===== src/rtl/jtgng_rom_arb.sv =====
// Round-robin arbiter sharing one SDRAM read port among N ROM clients.
// Each client owns a one-entry cache (tag + word), so repeated reads cost no SDRAM cycle.
module jtgng_rom_arb #(
    parameter int N  = 4,
    parameter int AW = 22,
    parameter int DW = 32
) (
    input  logic            clk,
    input  logic            rst_n,
    input  logic            downloading,
    input  logic            loop_rst,
    input  logic [N-1:0]    cs,
    input  logic [N*AW-1:0] addr,
    output logic [N-1:0]    ok,
    output logic [N*DW-1:0] dout,
    output logic            sdram_req,
    output logic [AW-1:0]   sdram_addr,
    input  logic            sdram_ack,
    input  logic            data_rdy,
    input  logic [DW-1:0]   data_read,
    output logic            refresh_en
);

    localparam int IW = (N > 1) ? $clog2(N) : 1;

    typedef enum logic [1:0] {
        IDLE,
        WAIT_ACK,
        WAIT_RDY
    } state_t;

    state_t          state;
    logic [IW-1:0]   rr;
    logic [IW-1:0]   gnt;
    logic [IW-1:0]   grant;
    logic [IW-1:0]   rr_next;
    logic [IW:0]     scan_idx;
    logic [N-1:0]    valid;
    logic [AW-1:0]   tag    [N];
    logic [DW-1:0]   data_q [N];
    logic [AW-1:0]   addr_a [N];
    logic [N-1:0]    hit;
    logic [N-1:0]    miss;
    logic            any_miss;
    logic            fill;

    for (genvar i = 0; i < N; i++) begin : g_client
        assign addr_a[i]        = addr[i*AW +: AW];
        assign dout[i*DW +: DW] = data_q[i];
        assign hit[i]           = cs[i] && valid[i] && (tag[i] == addr_a[i]);
    end

    assign miss     = cs & ~hit;
    assign any_miss = |miss;

    // Scan downward so the last match written is the first miss at or after rr.
    always_comb begin
        grant    = '0;
        scan_idx = '0;
        for (int k = N - 1; k >= 0; k--) begin
            scan_idx = {1'b0, rr} + (IW+1)'(k);
            if (scan_idx >= (IW+1)'(N)) scan_idx = scan_idx - (IW+1)'(N);
            if (miss[scan_idx[IW-1:0]]) grant = scan_idx[IW-1:0];
        end
    end

    assign rr_next = (gnt == IW'(N - 1)) ? '0 : gnt + IW'(1);

    // Data may arrive together with the ack, so a fill is possible from WAIT_ACK too.
    assign fill = data_rdy && ((state == WAIT_RDY) || ((state == WAIT_ACK) && sdram_ack));

    always_ff @(posedge clk) begin
        if (!rst_n) begin
            state      <= IDLE;
            sdram_req  <= 1'b0;
            sdram_addr <= '0;
            ok         <= '0;
            refresh_en <= 1'b1;
            rr         <= '0;
            gnt        <= '0;
            valid      <= '0;
            for (int i = 0; i < N; i++) begin
                tag[i]    <= '0;
                data_q[i] <= '0;
            end
        end else if (downloading) begin
            // ROM contents are being rewritten: every cached word becomes stale.
            state      <= IDLE;
            sdram_req  <= 1'b0;
            ok         <= '0;
            refresh_en <= 1'b1;
            valid      <= '0;
        end else begin
            ok <= hit;
            if (loop_rst) begin
                state      <= IDLE;
                sdram_req  <= 1'b0;
                refresh_en <= 1'b1;
                rr         <= '0;
            end else begin
                if (fill) begin
                    valid[gnt]  <= 1'b1;
                    tag[gnt]    <= sdram_addr;
                    data_q[gnt] <= data_read;
                    rr          <= rr_next;
                end
                case (state)
                    IDLE: begin
                        refresh_en <= !any_miss;
                        if (any_miss) begin
                            sdram_addr <= addr_a[grant];
                            sdram_req  <= 1'b1;
                            gnt        <= grant;
                            state      <= WAIT_ACK;
                        end
                    end
                    WAIT_ACK: begin
                        refresh_en <= 1'b0;
                        if (sdram_ack) begin
                            sdram_req <= 1'b0;
                            state     <= data_rdy ? IDLE : WAIT_RDY;
                        end
                    end
                    WAIT_RDY: begin
                        refresh_en <= 1'b0;
                        if (data_rdy) state <= IDLE;
                    end
                    default: begin
                        state     <= IDLE;
                        sdram_req <= 1'b0;
                    end
                endcase
            end
        end
    end

endmodule


===== config.mk =====
export PLATFORM = sky130hd
export DESIGN_NAME = jtgng_rom_arb
export DESIGN_NICKNAME = d
export VERILOG_FILES = /design/src/rtl/jtgng_rom_arb.sv
export SDC_FILE = /design/constraint.sdc
export NUM_CORES = 1
export LEC_CHECK = 0
export ABC_AREA = 0
export CELL_PAD_IN_SITES_DETAIL_PLACEMENT = 0
export CELL_PAD_IN_SITES_GLOBAL_PLACEMENT = 1
export CORE_ASPECT_RATIO = 0.6
export CORE_MARGIN = 2
export CORE_UTILIZATION = 24
export CTS_CLUSTER_SIZE = 28
export DETAILED_ROUTE_END_ITERATION = 10
export DONT_BUFFER_PORTS = 1
export PLACE_DENSITY = 0.56
export RECOVER_POWER = 100
export SYNTH_ARGS = -nofsm -noshare
export SYNTH_HDL_FRONTEND = slang
export SYNTH_SLANG_ARGS = --single-unit

===== constraint.sdc =====
create_clock -name clk -period 11.9 [get_ports clk]
set_clock_uncertainty 0.2 [all_clocks]
set_input_delay 2.38 -clock clk [delete_from_list [all_inputs] [get_ports clk]]
set_output_delay 2.38 -clock clk [all_outputs]
set_load 0.01 [all_outputs]

Yosys cells after proc, flatten, opt, wreduce, memory -nomap -nowiden
Memory sizes are Yosys's and may differ from the RTL's.
Index checks and enable logic that the tools add are counted.
- memories: 2
- output and inout bits: 156
- input bits: 130
- logic and storage cells: 119
- register bits: 38
- RAM bits: 216
- multiplexer cells: 45
- $add $sub $neg: 8
- bitwise logic cells: 8
- reductions and logical operators: 27
- equality and inequality tests: 10
- $lt $le $gt $ge: 11
- memories (memory ; words ; width ; rd ports ; clocked after Yosys merged registers in ; wr ports ; line ; RTL):
    data_q ; 4 ; 32 ; 4 ; 0 ; 4 ; 40 ; logic [DW-1:0] data_q [N];
    tag ; 4 ; 22 ; 4 ; 0 ; 4 ; 39 ; logic [AW-1:0] tag [N];
- operators by type and width (operator ; count):
    $eq 22x22->1 ; 4
    $mux 22 ; 3
    $bmux 22 s2 ; 1
    $mux 2 ; 17
    $mux 32 ; 1
    $reduce_or 32->1 ; 1
    $reduce_or 22->1 ; 1
    $lt 2x3->1 const B ; 5
    $mux 1 ; 15
    $ge 3x3->1 const B ; 4
    $logic_and 1x1->1 ; 11
    $bmux 1 s2 ; 4
    $sub 2x1->2 const B ; 4
    $add 2x2->3 const B ; 2
    $ne 2x2->1 const B ; 3
    $pmux 2 s3 ; 1
    $reduce_and 3->1 ; 2
    $and 4x4->4 ; 1
    $eq 2x2->1 const B ; 2
    $not 1->1 ; 4
    $not 4->4 ; 1
    $or 4x4->4 ; 1
    $reduce_and 2->1 ; 2
    $reduce_and 4->1 ; 1
    16 further kinds ; 18

Logic depth before layout (Yosys ltp)
An unclocked memory read counts as a cell.
- depth in word-level cells: 15
- depth in mapped cells: 10
- depth with buffers taken out: 8

Worst setup path after synthesis
No wires, ideal clock.
- kind: input port to flip-flop
- start: in sdram_ack
- end: mem data_q[2][0], enable pin
- setup time: 540 ps
- path buffers: 0
- data required time: 11160 ps
- arrival time: 6845 ps
- setup slack: 4314 ps
- stages: 4
- path through: and2_1 o21ai_0 or4_1 o21ai_0
- RTL lines (element ; line ; RTL):
    start: declaration ; 18 ; input logic sdram_ack,
    end: declaration ; 40 ;

==> impl_metrics.yaml <==
run_status:
  outcome: "complete, but fails checks"
  violations: "max-capacitance violations, max-slew violations"
synth:
  ys_top_cells_by_area: "edfxtp_1 56%, and2_1 8.8%, dfxtp_1 6.6%"
  synthSimpleGateAreaFrac: 0.206
  synth_edf_count: 216
  yosys_warnings: 0
  synth_xor_area_frac: 0.0668
  async_flop_share: 0
  yosysTopAreaCellShare: 0.562
  synthMuxAreaShare: 0
  synthCells: 903
  synth_compound_area_frac: 0.0656
  synthFlopType: "edfxtp_1"
  synth-seq-cells: 254
  syn_area_sq_um: 11500
  synth_seq_area_share: 0.628
  avgSynthCellArea_sq_um: 12.8
  syn_nets: 1041
  synth_cell_type_count: 51
  yosysTopAreaCell: "edfxtp_1"
  synth_top_family_by_area: "simple AND/OR/NAND/NOR gates"
  synthAdderAreaFrac: 0.00868
worst_setup_path:
  cp-start-kind: "input port"
  crit_fanout: 56
  crit_required_ns: 11.82
  worstSetupPathType: "input port to flop"
  crit_arrival_ns: 7.83
  crit_slowest_cell: "nand2b_1"
  path_cells: "and2_0 -> o21a_2 -> clkbuf_1 -> nand2_1 -> nor3_1 -> nand2b_1"
  critPathCaptureType: "flop"
  cpPeakStageDelay_ns: 2.32
clock_tree:
  cts_max_path_buffers: 3
  cts_hold_buffers: 0
  clkSinkCount: 254
  clk_pin_slew_ns: 0.06
  root_buffer: "clkbuf_16"
  post_cts_buffers: 0
  numCtsBuffers: 27
  clk_latency_ns: 0.58
  cts_tree: "done"
  postCtsResizedCells: 0
  cts_max_level: 1
die:
  num_io_pins: 286
  rows: 62
  start_util: 0.242
  die_area_sq_um: 49900
  die_y_microns: 174
  core_area_sq_um: 47600
  die_w_microns: 287
grt:
  gr-usage-all-layers: 0.163
  grt_max_degree: 60
  grt_overflow: 0
  grt_pass1_wl_microns: 58200
  grt_pass1_vias: 7495
  antenna_found_initial: 1
finish:
  final_nets: 1030
  finalNonFillerCells: 1553
  layout-drive-gt1-share: 0.0592
  area_growth_syn_to_layout_pct: 12.9
  fillCellCount: 4977
sta:
  fin_crit_ns: 7.92
  final_max_slew_viol_count: 443
  setup_viol: 0
  slew_headroom: -1.43
  hold_violations: 0
  setup-tns-final_ns: 0
  fmax_mhz: 126
  tightest_slew_ns: 3.64
  post-route-period-util: 0.665
  rsz0062_at_grt: "false"
min_path:
  hp-class: "flop to flop"
power:
  powerDensity_nw_per_um2: 151
  cellLeakagePower_nw: 4.59
  vdd_ir_drop_max_uv: 95.0
placed_design:
  gp_congestion: 0.821
  dp_hpwl_microns: 29200
  portBuffers: 0
  post-place-cells: 1503
route:
  vias: 7491
  wl_microns: 41400
  ant_nets: 0
  post_drt_wl_per_cell_microns: 26.7
  post_drt_via_cell_ratio: 4.82
  drc: 0
  drt_pass1_iterations: 8
  drt_iter0_markers: 578
flow_run:
  cap_violations: 8
[worst paths after layout]
path | cells past startpoint | slack [ns] | to | startpoint
worst max-delay path | 6 | 3.98 | data_q[0][31]$_SDFFCE_PN0P_ | sdram_ack
worst max register to register | 8 | 5.20 | data_q[0][31]$_SDFFCE_PN0P_ | state[1]$_SDFFE_PP0P_
worst min register to register | 2 | 0.28 | valid[1]$_SDFFE_PP0P_ | valid[1]$_SDFFE_PP0P_
worst min-delay path | 2 | 0.28 | valid[1]$_SDFFE_PP0P_ | valid[1]$_SDFFE_PP0P_
[flip-flops by register name, indices dropped and copies added, names as in the netlist]
signal      cells
state           2
data_q        128
sdram_addr     22
sdram_req       1
tag            88
valid           4
refresh_en      1
ok              4
gnt             2
rr              2
[synthesized netlist by cell type (12+ instances only)]
cell,instances
xnor2_1,31
dfxtp_1,38
nor2_1,15
nor3_1,12
nand2_1,17
clkbuf_1,41
a32oi_1,21
o21ai_1,18
and4_1,23
o31a_1,22
xor2_1,57
and3_1,54
and2_1,163
nand3_1,48
nor4_1,20
edfxtp_1,216
[worst max-delay path, delay by kind of cell]
kind | cells | cell delay, ns
buffers and inverters | 1 | 1.95
AOI/OAI and AO/OA | 1 | 0.13
and+or+nand+nor | 4 | 3.29
[routing by layer]
layer  part of all wire  wire length (microns)  global-route usage
met3               0.10                   4290              0.0580
met5                  0                      0                   0
met4              0.020                    831              0.0323
met1               0.44                  18400               0.228
met2               0.43                  17900               0.241
[where the power goes]
group	internal (mW)	switching (mW)
Clock	0.449	0.377
Sequential	0.998	0.0413
Combinational	0.0310	0.0656
[metrics by stage]
stage                     total power, mW  setup slack, ns  cell area, sq um  utilization  hold slack [ns]
after CTS                            1.98             6.13             13100        0.275            0.301
final                                1.96             3.98             13000        0.274            0.285
after global routing                 2.03             3.35             13000        0.274            0.330
after detailed placement             1.15             5.54             12300        0.258            0.284
after global placement               1.15             5.66             12300        0.258            0.275
after floorplan                      1.11             4.31             11500            -            0.237
[cell families after synthesis]
logic type / after synthesis
compound gates: 102
xor+xnor: 88
fa+ha+maj: 8
buf+inv: 64
flops: 254
simple gates: 387
[cell type report]
type / count / area [sq um] / share of cell area
multi-input cells: 585 / 4030 / 0.309
clock buffers: 36 / 719 / 0.0552
repair buffers: 13 / 75.1 / 0.00576
inverters: 11 / 41.3 / 0.00317
clock inverters: 13 / 113 / 0.00864
well taps: 640 / 801 / 0.0615
flip-flops and latches: 254 / 7250 / 0.556
diodes: 1 / 2.50 / 0.000192
[placed cells by master (no fill, tap or decap), types with 3 or more instances in the layout]
cell and count:
nand2_1 17, and2_1 61, inv_1 11, ha_1 8
nor3_1 11, nor2_1 14, nand4_1 11, edfxtp_1 216
clkbuf_1 14, xor2_1 57, xnor2_1 31, nor4_1 21
clkinv_2 4, clkinvlp_4 3, a32oi_1 21, and4_1 23
and2_0 102, nand3_1 48, o21ai_0 9, or4_1 6
buf_4 7, clkinv_1 3, a21oi_1 10, dfxtp_1 38
o31a_1 22, clkbuf_16 27, nand2b_1 3, and3_1 54
o21ai_1 18
No activity file was read; power rests on OpenSTA's default activity.
